**src/rtl/count_window_streamer.sv**
```systemverilog
// count_window_streamer: counts discriminator event strobes over back-to-back
// windows of window_len clock cycles and streams {seq, count} per completed
// window through a first-word-fall-through FIFO onto an AXI-Stream master port.
// Optional feature macro: COUNT_WINDOW_SATURATE_EN (count saturates instead of
// wrapping within a window).
module count_window_streamer #(
  parameter int COUNT_WIDTH      = 16,
  parameter int FIFO_DEPTH       = 8,
  parameter int AXIS_TDATA_WIDTH = 16 + COUNT_WIDTH
) (
  input  logic                          clk,
  input  logic                          rst,
  input  logic                          event_in,
  input  logic                          enable,
  input  logic [31:0]                   window_len,
  output logic [AXIS_TDATA_WIDTH-1:0]   M_AXIS_OUT_tdata,
  output logic                          M_AXIS_OUT_tvalid,
  input  logic                          M_AXIS_OUT_tready,
  output logic [$clog2(FIFO_DEPTH):0]   fifo_level,
  output logic                          overflow
);

  localparam int AW = $clog2(FIFO_DEPTH);
  localparam logic [AW:0] LVL_ONE  = (AW+1)'(1);
  localparam logic [AW:0] LVL_FULL = (AW+1)'(FIFO_DEPTH);

  typedef enum logic {IDLE, COUNT} state_t;

  state_t                      state, state_next;
  logic [COUNT_WIDTH-1:0]      count, count_inc;
  logic [15:0]                 seq;
  logic [31:0]                 timer, window_load;
  logic                        start, push_req, push_ok, pop, full;
  logic [AXIS_TDATA_WIDTH-1:0] push_data;
  logic [AXIS_TDATA_WIDTH-1:0] mem [FIFO_DEPTH];
  logic [AW-1:0]               wr_ptr, rd_ptr;

  // A window length of 0 or 1 both mean a single-cycle window.
  assign window_load = (window_len <= 32'd1) ? 32'd1 : window_len;

  // Per-cycle count update including the current strobe, so the last cycle counts.
`ifdef COUNT_WINDOW_SATURATE_EN
  assign count_inc = (event_in && (count != '1))
                     ? count + {{(COUNT_WIDTH-1){1'b0}}, 1'b1} : count;
`else
  assign count_inc = count + {{(COUNT_WIDTH-1){1'b0}}, event_in};
`endif

  assign push_data         = AXIS_TDATA_WIDTH'({seq, count_inc});
  assign M_AXIS_OUT_tvalid = (fifo_level != '0);
  assign M_AXIS_OUT_tdata  = M_AXIS_OUT_tvalid ? mem[rd_ptr] : '0;
  assign pop               = M_AXIS_OUT_tvalid && M_AXIS_OUT_tready;
  assign full              = (fifo_level == LVL_FULL);
  assign push_ok           = push_req && (!full || pop);

  // State register.
  always_ff @(posedge clk or posedge rst) begin
    if (rst) state <= IDLE;
    else     state <= state_next;
  end

  // Next-state logic plus window start and window-complete strobes.
  always_comb begin
    state_next = state;
    start      = 1'b0;
    push_req   = 1'b0;
    case (state)
      IDLE: begin
        if (enable) begin
          state_next = COUNT;
          start      = 1'b1;
        end
      end
      COUNT: begin
        if (!enable) state_next = IDLE;
        else if (timer == 32'd1) push_req = 1'b1;
      end
      default: state_next = IDLE;
    endcase
  end

  // Window timer, event count and sequence number; a new window follows the last cycle directly.
  always_ff @(posedge clk or posedge rst) begin
    if (rst) begin
      count <= '0;
      seq   <= '0;
      timer <= '0;
    end else if (start) begin
      count <= '0;
      seq   <= '0;
      timer <= window_load;
    end else if (state == COUNT && enable) begin
      if (timer == 32'd1) begin
        count <= '0;
        seq   <= seq + 16'd1;
        timer <= window_load;
      end else begin
        count <= count_inc;
        timer <= timer - 32'd1;
      end
    end
  end

  // Sticky drop flag, cleared only when a new run starts.
  always_ff @(posedge clk or posedge rst) begin
    if (rst)                       overflow <= 1'b0;
    else if (start)                overflow <= 1'b0;
    else if (push_req && !push_ok) overflow <= 1'b1;
  end

  // FIFO pointers and occupancy; a push into a full FIFO is allowed when a pop frees the slot.
  always_ff @(posedge clk or posedge rst) begin
    if (rst) begin
      wr_ptr     <= '0;
      rd_ptr     <= '0;
      fifo_level <= '0;
    end else begin
      if (push_ok) wr_ptr <= wr_ptr + 1'b1;
      if (pop)     rd_ptr <= rd_ptr + 1'b1;
      case ({push_ok, pop})
        2'b10:   fifo_level <= fifo_level + LVL_ONE;
        2'b01:   fifo_level <= fifo_level - LVL_ONE;
        default: fifo_level <= fifo_level;
      endcase
    end
  end

  // FIFO storage; contents need no reset because tdata is gated by tvalid.
  always_ff @(posedge clk) begin
    if (push_ok) mem[wr_ptr] <= push_data;
  end

endmodule

```
**config.mk**
```make
export PLATFORM = sky130hd
export DESIGN_NAME = count_window_streamer
export DESIGN_NICKNAME = d
export VERILOG_FILES = /design/src/rtl/count_window_streamer.sv
export SDC_FILE = /design/constraint.sdc
export NUM_CORES = 1
export LEC_CHECK = 0
export BUFFER_PORTS_ARGS = -buffer_cell sky130_fd_sc_hd__buf_2
export CORE_UTILIZATION = 45
export DETAILED_ROUTE_END_ITERATION = 16
export GPL_TIMING_DRIVEN = 0
export PLACE_DENSITY_LB_ADDON = 0.3
export SKIP_CTS_REPAIR_TIMING = 1
export SLEW_MARGIN = 25
export SYNTH_ARGS = -nofsm -noshare
export SYNTH_HDL_FRONTEND = slang
export SYNTH_SLANG_ARGS = --single-unit
```
**constraint.sdc**
```tcl
create_clock -name clk -period 6.1 [get_ports clk]
set_input_delay 0.305 -clock clk [delete_from_list [all_inputs] [get_ports clk]]
set_output_delay 0.305 -clock clk [all_outputs]
set_load 0.03 [all_outputs]
```
==> summary.txt, run 1 <==
Status
  • Outcome: complete, no violations

Global routing
  • Initial antenna violation count: 0
  • Tot GR Track Use: 20.5%
  • Vias in the first global route: 8,769
  • Total congestion overflow: 0
  • Largest net degree at the start of global routing: 49
  • First-pass GRT wire length: 51,300 um

STA
  • Setup TNS Final: 0 ps
  • Crit path time final: 3830 ps
  • Max transition margin: 34.4%
  • Pins Over Slew Limit: 0
  • FMAX: 261 MHz
  • Final hold violation count: 0
  • Final Skew: 18.3 ps
  • Slew @ Worst Pin: 984 ps
  • Ratio of final minimum period to clock period: 62.8%
  • RSZ-0062 raised after global routing: false
  • Final WS setup: 2270 ps
  • # setup viols final: 0

Placement
  • Final GP Congestion: 0.898
  • Worst slack at placement: 2360 ps
  • Port buffer count: 74
  • Dpl hpwl: 21,900 um

Cells and area
  • Layout cell share with drive strength beyond 1: 21.9%
  • Number of inserted diodes: 0
  • Most frequent cells in the layout: edfxtp_1, buf_2, dfrtp_1, mux4_2, nor2_1
  • Commonest non-fill, non-tap cell in the layout: edfxtp_1
  • Core Util, Final: 53.7%
  • Nets: 1,105
  • Layout area overhead: 16.4%
  • # fillers: 2,507

Floorplan
  • FP Rows: 64
  • Die area: 32,400 um^2
  • Initial core utilization: 46.2%
  • Die X: 180 um
  • IO Count: 75
  • Die H: 180 um
  • Core box area: 30,900 um^2

Synth
  • Total of flip-flops plus latches after synthesis: 332
  • Cells after Synth: 927
  • Largest cells by area after synthesis: edfxtp_1, dfrtp_1, mux4_2
  • Mapped cell area: 14,300 um^2
  • Syn avg cell area: 15.4 um^2
  • Top cell type's share of synthesized area: 53.8%
  • Post-synth EDFFs: 256
  • Most common flop cell mapped by yosys: edfxtp_1
  • Synth cell types: 61
  • Post-synth top area cell: edfxtp_1
  • Fraction of registers with async set/reset: 22.9%
  • Synth Net Count: 974
  • Seq/Total Area, Yosys: 67.2%
  • Syn. warnings: 0

Pwr
  • Pwr dens: 357 nW/um^2
  • Total chip power: 5.94 mW
  • VDD IR max: 0.186 mV
  • Leakage: 6.13 nW

Clocking
  • H-tree levels: 2
  • Max Root-Sink Buffers: 3
  • Clk sink count: 332
  • Clk Tree Root Cell: clkbuf_16
  • Worst-path clk slew: 70 ps
  • CTS Buf Count: 34
  • Worst skew pair latency: 510 ps
  • CTS tree: done

Setup path
  • CP required: 6300 ps
  • Startpoint Class: flip-flop
  • Cell repeated most along the worst path: buf_4
  • CP Max Fanout: 10
  • Crit-path max cell delay: 560 ps
  • Critical Path AT: 4030 ps
  • Top Family by Delay on Critical Path: simple AND/OR/NAND/NOR gates
  • Critical path class: reg2reg
  • Critical path, cell by cell: nor4_4, and3_1, clkbuf_1, nand2_1, buf_2, nor3_1, nand2b_1, nor3_2, buf_4, buf_4
  • CP endpoint kind: flip-flop
  • CP Buf/Inv Count: 4
  • CP max-delay cell: nor3_2

Routing
  • Via/cell ratio: 5.98
  • DRC Markers: 0
  • WL/cell: 22.2 um
  • Antenna Violating Nets Remaining: 0
  • Vias: 8,847
  • WL final: 32,900 um
  • Initial DRT Pass Iterations: 5
  • Detailed Route Iter0 Violations: 711

Min path
  • Worst Hold Class: in2reg

Flow run
  • Max Cap Viol: 0
==> layer usage <==
metal | vias up | track usage (%) | wire length, um
li1 | 3966 | - | -
met1 | 4495 | 29.3 | 14700
met2 | 336 | 33.1 | 15500
met3 | 50 | 2.83 | 1920
met4 | 0 | 5.98 | 773
met5 | - | 0 | 0
==> synth_stat cells, types with 2 or more instances <==
master and n:
and4_1 5, o2bb2ai_1 2, nor4_1 18, a22oi_1 7, a221o_1 3, a2bb2oi_1 5, buf_1 9, a41oi_1 2
o31ai_1 5, a22o_1 12, nor4_4 2, o32ai_1 5, edfxtp_1 256, or3_4 2, buf_2 5, a21oi_1 37
or3_1 6, o211ai_1 3, a311oi_1 3, inv_1 20, mux4_2 64, nand2_1 38, mux2i_1 33, o22ai_1 9
ha_1 9, dfrtp_1 76, nor2_1 66, clkbuf_1 34, a21o_1 4, nand2b_1 9, nand4_1 13, nor3_1 24
nand3_1 28, a31oi_1 19, nor3b_1 4, a41o_1 2, o21a_1 8, o21ai_0 28, xor2_1 11, and3_1 11
xnor2_1 10
==> sequential cells by signal (all words and copies together), names as in the netlist <==
name / flops
mem: 256
timer: 32
count: 16
seq: 16
fifo_level: 4
rd_ptr: 3
wr_ptr: 3
overflow: 1
state: 1
==> worst register-to-register path, delay by kind of cell, from the launching register on <==
| kind | cells | cell delay (ps) |
|---|---|---|
| simple gates | 6 | 2060 |
| buf+inv | 4 | 1000 |
| flops | 1 | 460 |
==> final timing paths <==
path | from | end | depth (start not counted) | slack (ps)
max in group asynchronous | rst | seq[2] | 4 | 5170
min reg2reg | count[15] | count[15] | 1 | 510
max reg2reg | timer[4] | mem[0][8] | 10 | 2270
max | timer[4] | mem[0][8] | 10 | 2270
min in group asynchronous | rst | timer[10] | 3 | 360
min | window_len[25] | timer[25] | 2 | 80
==> layout make-up <==
cell class / instances / area, um^2 / share of cell area (%)
Sequential cell: 332 / 9590 / 57.7
Multi-Input combinational cell: 526 / 4480 / 27.0
Clock buffer: 42 / 902 / 5.43
Timing Repair Buffer: 95 / 671 / 4.04
Tap cell: 396 / 495 / 2.98
Buffer: 49 / 201 / 1.21
Clock inverter: 20 / 195 / 1.17
Inverter: 20 / 77.6 / 0.467
==> through the flow <==
| stage | hold slack [ps] | cell area (um^2) | cells |
|---|---|---|---|
| final | 76.2 | 16600 | 1480 |
| after detailed placement | 333 | 15500 | 1416 |
| after global routing | 75.0 | 16600 | 1480 |
| after global placement | 452 | 15100 | 1397 |
| after floorplan | 336 | 14300 | 927 |
| after CTS | -209 | 16600 | 1478 |
==> cell families (layout without fill, tap and decap cells) <==
| family | Yosys count | in the layout | share of synthesized area, % |
|---|---|---|---|
| multiplexers | 98 | 98 | 12.5 |
| buffers and inverters | 69 | 226 | 1.91 |
| AO/OA/AOI/OAI | 161 | 161 | 7.62 |
| flip-flops | 332 | 332 | 67.2 |
| adder cells (fa/ha/maj) | 10 | 10 | 0.929 |
| XOR/XNOR | 21 | 21 | 1.29 |
| AND/OR/NAND/NOR | 236 | 236 | 8.60 |
==> power by group <==
group	switching, mW	internal (mW)
registers	0.0711	2.47
logic	0.842	0.512
clock network	0.850	1.19
total	1.76	4.17
No activity file was read; power rests on OpenSTA's default activity.
==> run 2, diff against run 1 <==
==> constraint.sdc (replaced) <==
create_clock -name clk -period 3.82 [get_ports clk]
set_input_delay 0.191 -clock clk [delete_from_list [all_inputs] [get_ports clk]]
set_output_delay 0.191 -clock clk [all_outputs]
set_load 0.03 [all_outputs]
==> summary.txt, run 2 (synthesis results as in run 1) <==
Setup path
  • Top Family by Delay on Critical Path: simple AND/OR/NAND/NOR gates
  • Startpoint Class: flip-flop
  • Crit-path max cell delay: 690 ps (+130 ps)
  • Critical Path AT: 3790 ps (-240 ps)
  • CP endpoint kind: flip-flop
  • CP Buf/Inv Count: 1 (-3)
  • R2R setup slack: 230 ps (-2040 ps)
  • Critical path class: reg2reg
  • Critical path, cell by cell: nor4_1, and3_1, nand3_2, nor3_1, nand2b_1, nor2_4, buf_16
  • CP max-delay cell: nor4_1
  • CP Max Fanout: 18 (+8)
  • CP required: 4020 ps (-2280 ps)

Routing
  • DRC Markers: 0 (unchanged)
  • Antenna Violating Nets Remaining: 0 (unchanged)
  • Vias: 8,820 (-0.31%)
  • Detailed Route Iter0 Violations: 822 (+16%)
  • Initial DRT Pass Iterations: 5 (unchanged)
  • WL final: 32,900 um (+0.11%)
  • WL/cell: 22.2 um (-0.16%)
  • Via/cell ratio: 5.94 (-0.57%)

Floorplan
  • Die H: 180 um (unchanged)
  • Initial core utilization: 46.2% (unchanged)
  • IO Count: 75 (unchanged)
  • Core box area: 30,900 um^2 (unchanged)
  • Die area: 32,400 um^2 (unchanged)
  • FP Rows: 64 (unchanged)
  • Die X: 180 um (unchanged)

Min path
  • Worst Hold Class: in2reg

Flow run
  • Max Cap Viol: 0 (unchanged)

Placement
  • Dpl hpwl: 21,700 um (-0.71%)
  • Port buffer count: 74 (unchanged)
  • Post-Place Cells: 1,412 (-0.28%)
  • Final GP Congestion: 0.883 (-1.6%)

Cells and area
  • Number of inserted diodes: 0 (unchanged)
  • Max reg flops: 256 (unchanged)
  • Commonest non-fill, non-tap cell in the layout: edfxtp_1
  • Nets: 1,110 (+0.45%)
  • Most frequent cells in the layout: edfxtp_1, buf_2, dfrtp_1, mux4_2, nor2_1
  • Layout cell share with drive strength beyond 1: 21.7% (-0.17 points)
  • Core Util, Final: 54.2% (+0.46 points)
  • Top Registers: mem: 256 flops, timer: 32 flops
  • Register name with the most flops: mem
  • Layout area overhead: 17.4%
  • Final non-filler cell total: 1,484 (+0.27%)

Global routing
  • Initial antenna violation count: 0 (unchanged)
  • Tot GR Track Use: 20.5% (-0.036 points)
  • First-pass GRT wire length: 51,100 um (-0.43%)
  • Vias in the first global route: 8,574 (-2.2%)
  • Largest net degree at the start of global routing: 52 (+6.1%)
  • Total congestion overflow: 0 (unchanged)

Clocking
  • CTS tree: done
  • Clk Tree Root Cell: clkbuf_16
  • Clk sink count: 332 (unchanged)
  • Max Root-Sink Buffers: 3 (unchanged)
  • Worst-path clk slew: 60 ps (about the same)
  • H-tree levels: 2 (unchanged)
  • CTS Buf Count: 35 (+2.9%)
  • Worst skew pair latency: 520 ps (about the same)

STA
  • Final hold violation count: 0 (unchanged)
  • RSZ-0062 raised after global routing: false
  • Crit path time final: 3590 ps (-240 ps)
  • # setup viols final: 0 (unchanged)
  • Setup TNS Final: 0 ps (unchanged)
  • Final Skew: 20.3 ps (+1.95 ps)
  • Ratio of final minimum period to clock period: 93.9% (+31 points)
  • Slew @ Worst Pin: 1030 ps (+46.0 ps)
  • FMAX: 279 MHz (+6.7%)
  • Max transition margin: 31.3% (-3.1 points)
  • Pins Over Slew Limit: 0 (unchanged)

Pwr
  • Total chip power: 9.59 mW (+62%)
  • VDD IR max: 0.320 mV (+72%)
  • Pwr dens: 572 nW/um^2 (+60%)
  • Leakage: 6.16 nW (+0.57%)

Status
  • Outcome: complete, no violations
## run 2: cell types whose count changed in the layout (fill, tap and decap cells not counted), sizes merged
cell         previous run  this run
bufinv                  3         4
buf                   106       105
clkinv                 15        12
clkinvlp                2         1
dlygate4sd3             2         7
clkbuf                 78        80
inv                    20        21
## run 2: path summary, 6_finish.rpt
kind                       cells after the start            from          to
setup reg to reg                               7       timer[23]  mem[6][10]
setup / recovery                               7       timer[23]  mem[6][10]
max in group asynchronous                      4             rst    count[8]
hold reg to reg                                1       count[15]   count[15]
min in group asynchronous                      3             rst   timer[18]
hold / removal                                 3  window_len[21]   timer[21]
## run 2: stage by stage
stage               hold slack (ps)  instance area [um^2]  setup WS [ps]
global placement                338                 15200          -1800
global route                   40.7                 16800           1.49
finish                         14.9                 16800            231
CTS                            -326                 16600           31.3
floorplan                       222                 14300            113
detailed placement              206                 15500           61.6
## run 2: per-layer routing
layer	routed length, um	vias up	track usage (%)
met1	15000	4514	30.2
met2	15700	312	32.7
li1	-	3960	-
met3	1830	34	2.77
met5	0	-	0
met4	401	0	4.51
## run 2: worst register-to-register path: stages, from the launching register on
cell and delay [ps]:
dfrtp_1 440, nor4_1 690, and3_1 350, nand3_2 210, nor3_1 380, nand2b_1 330, nor2_4 590, buf_16 260
## run 2: cell type report
| cell class | count | area [um^2] |
|---|---|---|
| timing repair buffer | 99 | 763 |
| sequential | 332 | 9590 |
| multi-input combinational | 526 | 4500 |
| clock inverter | 18 | 208 |
| tap | 396 | 495 |
| buffer | 49 | 203 |
| fill | 2454 | 14200 |
| inverter | 20 | 77.6 |
| clock buffer | 44 | 920 |
## run 2: power by group
part | switching, mW | internal [mW] | total (mW) | leakage, nW
sequential | 0.118 | 3.95 | 4.07 | 3.47
clock | 1.35 | 1.99 | 3.34 | 0.546
combinational | 1.36 | 0.827 | 2.18 | 2.15
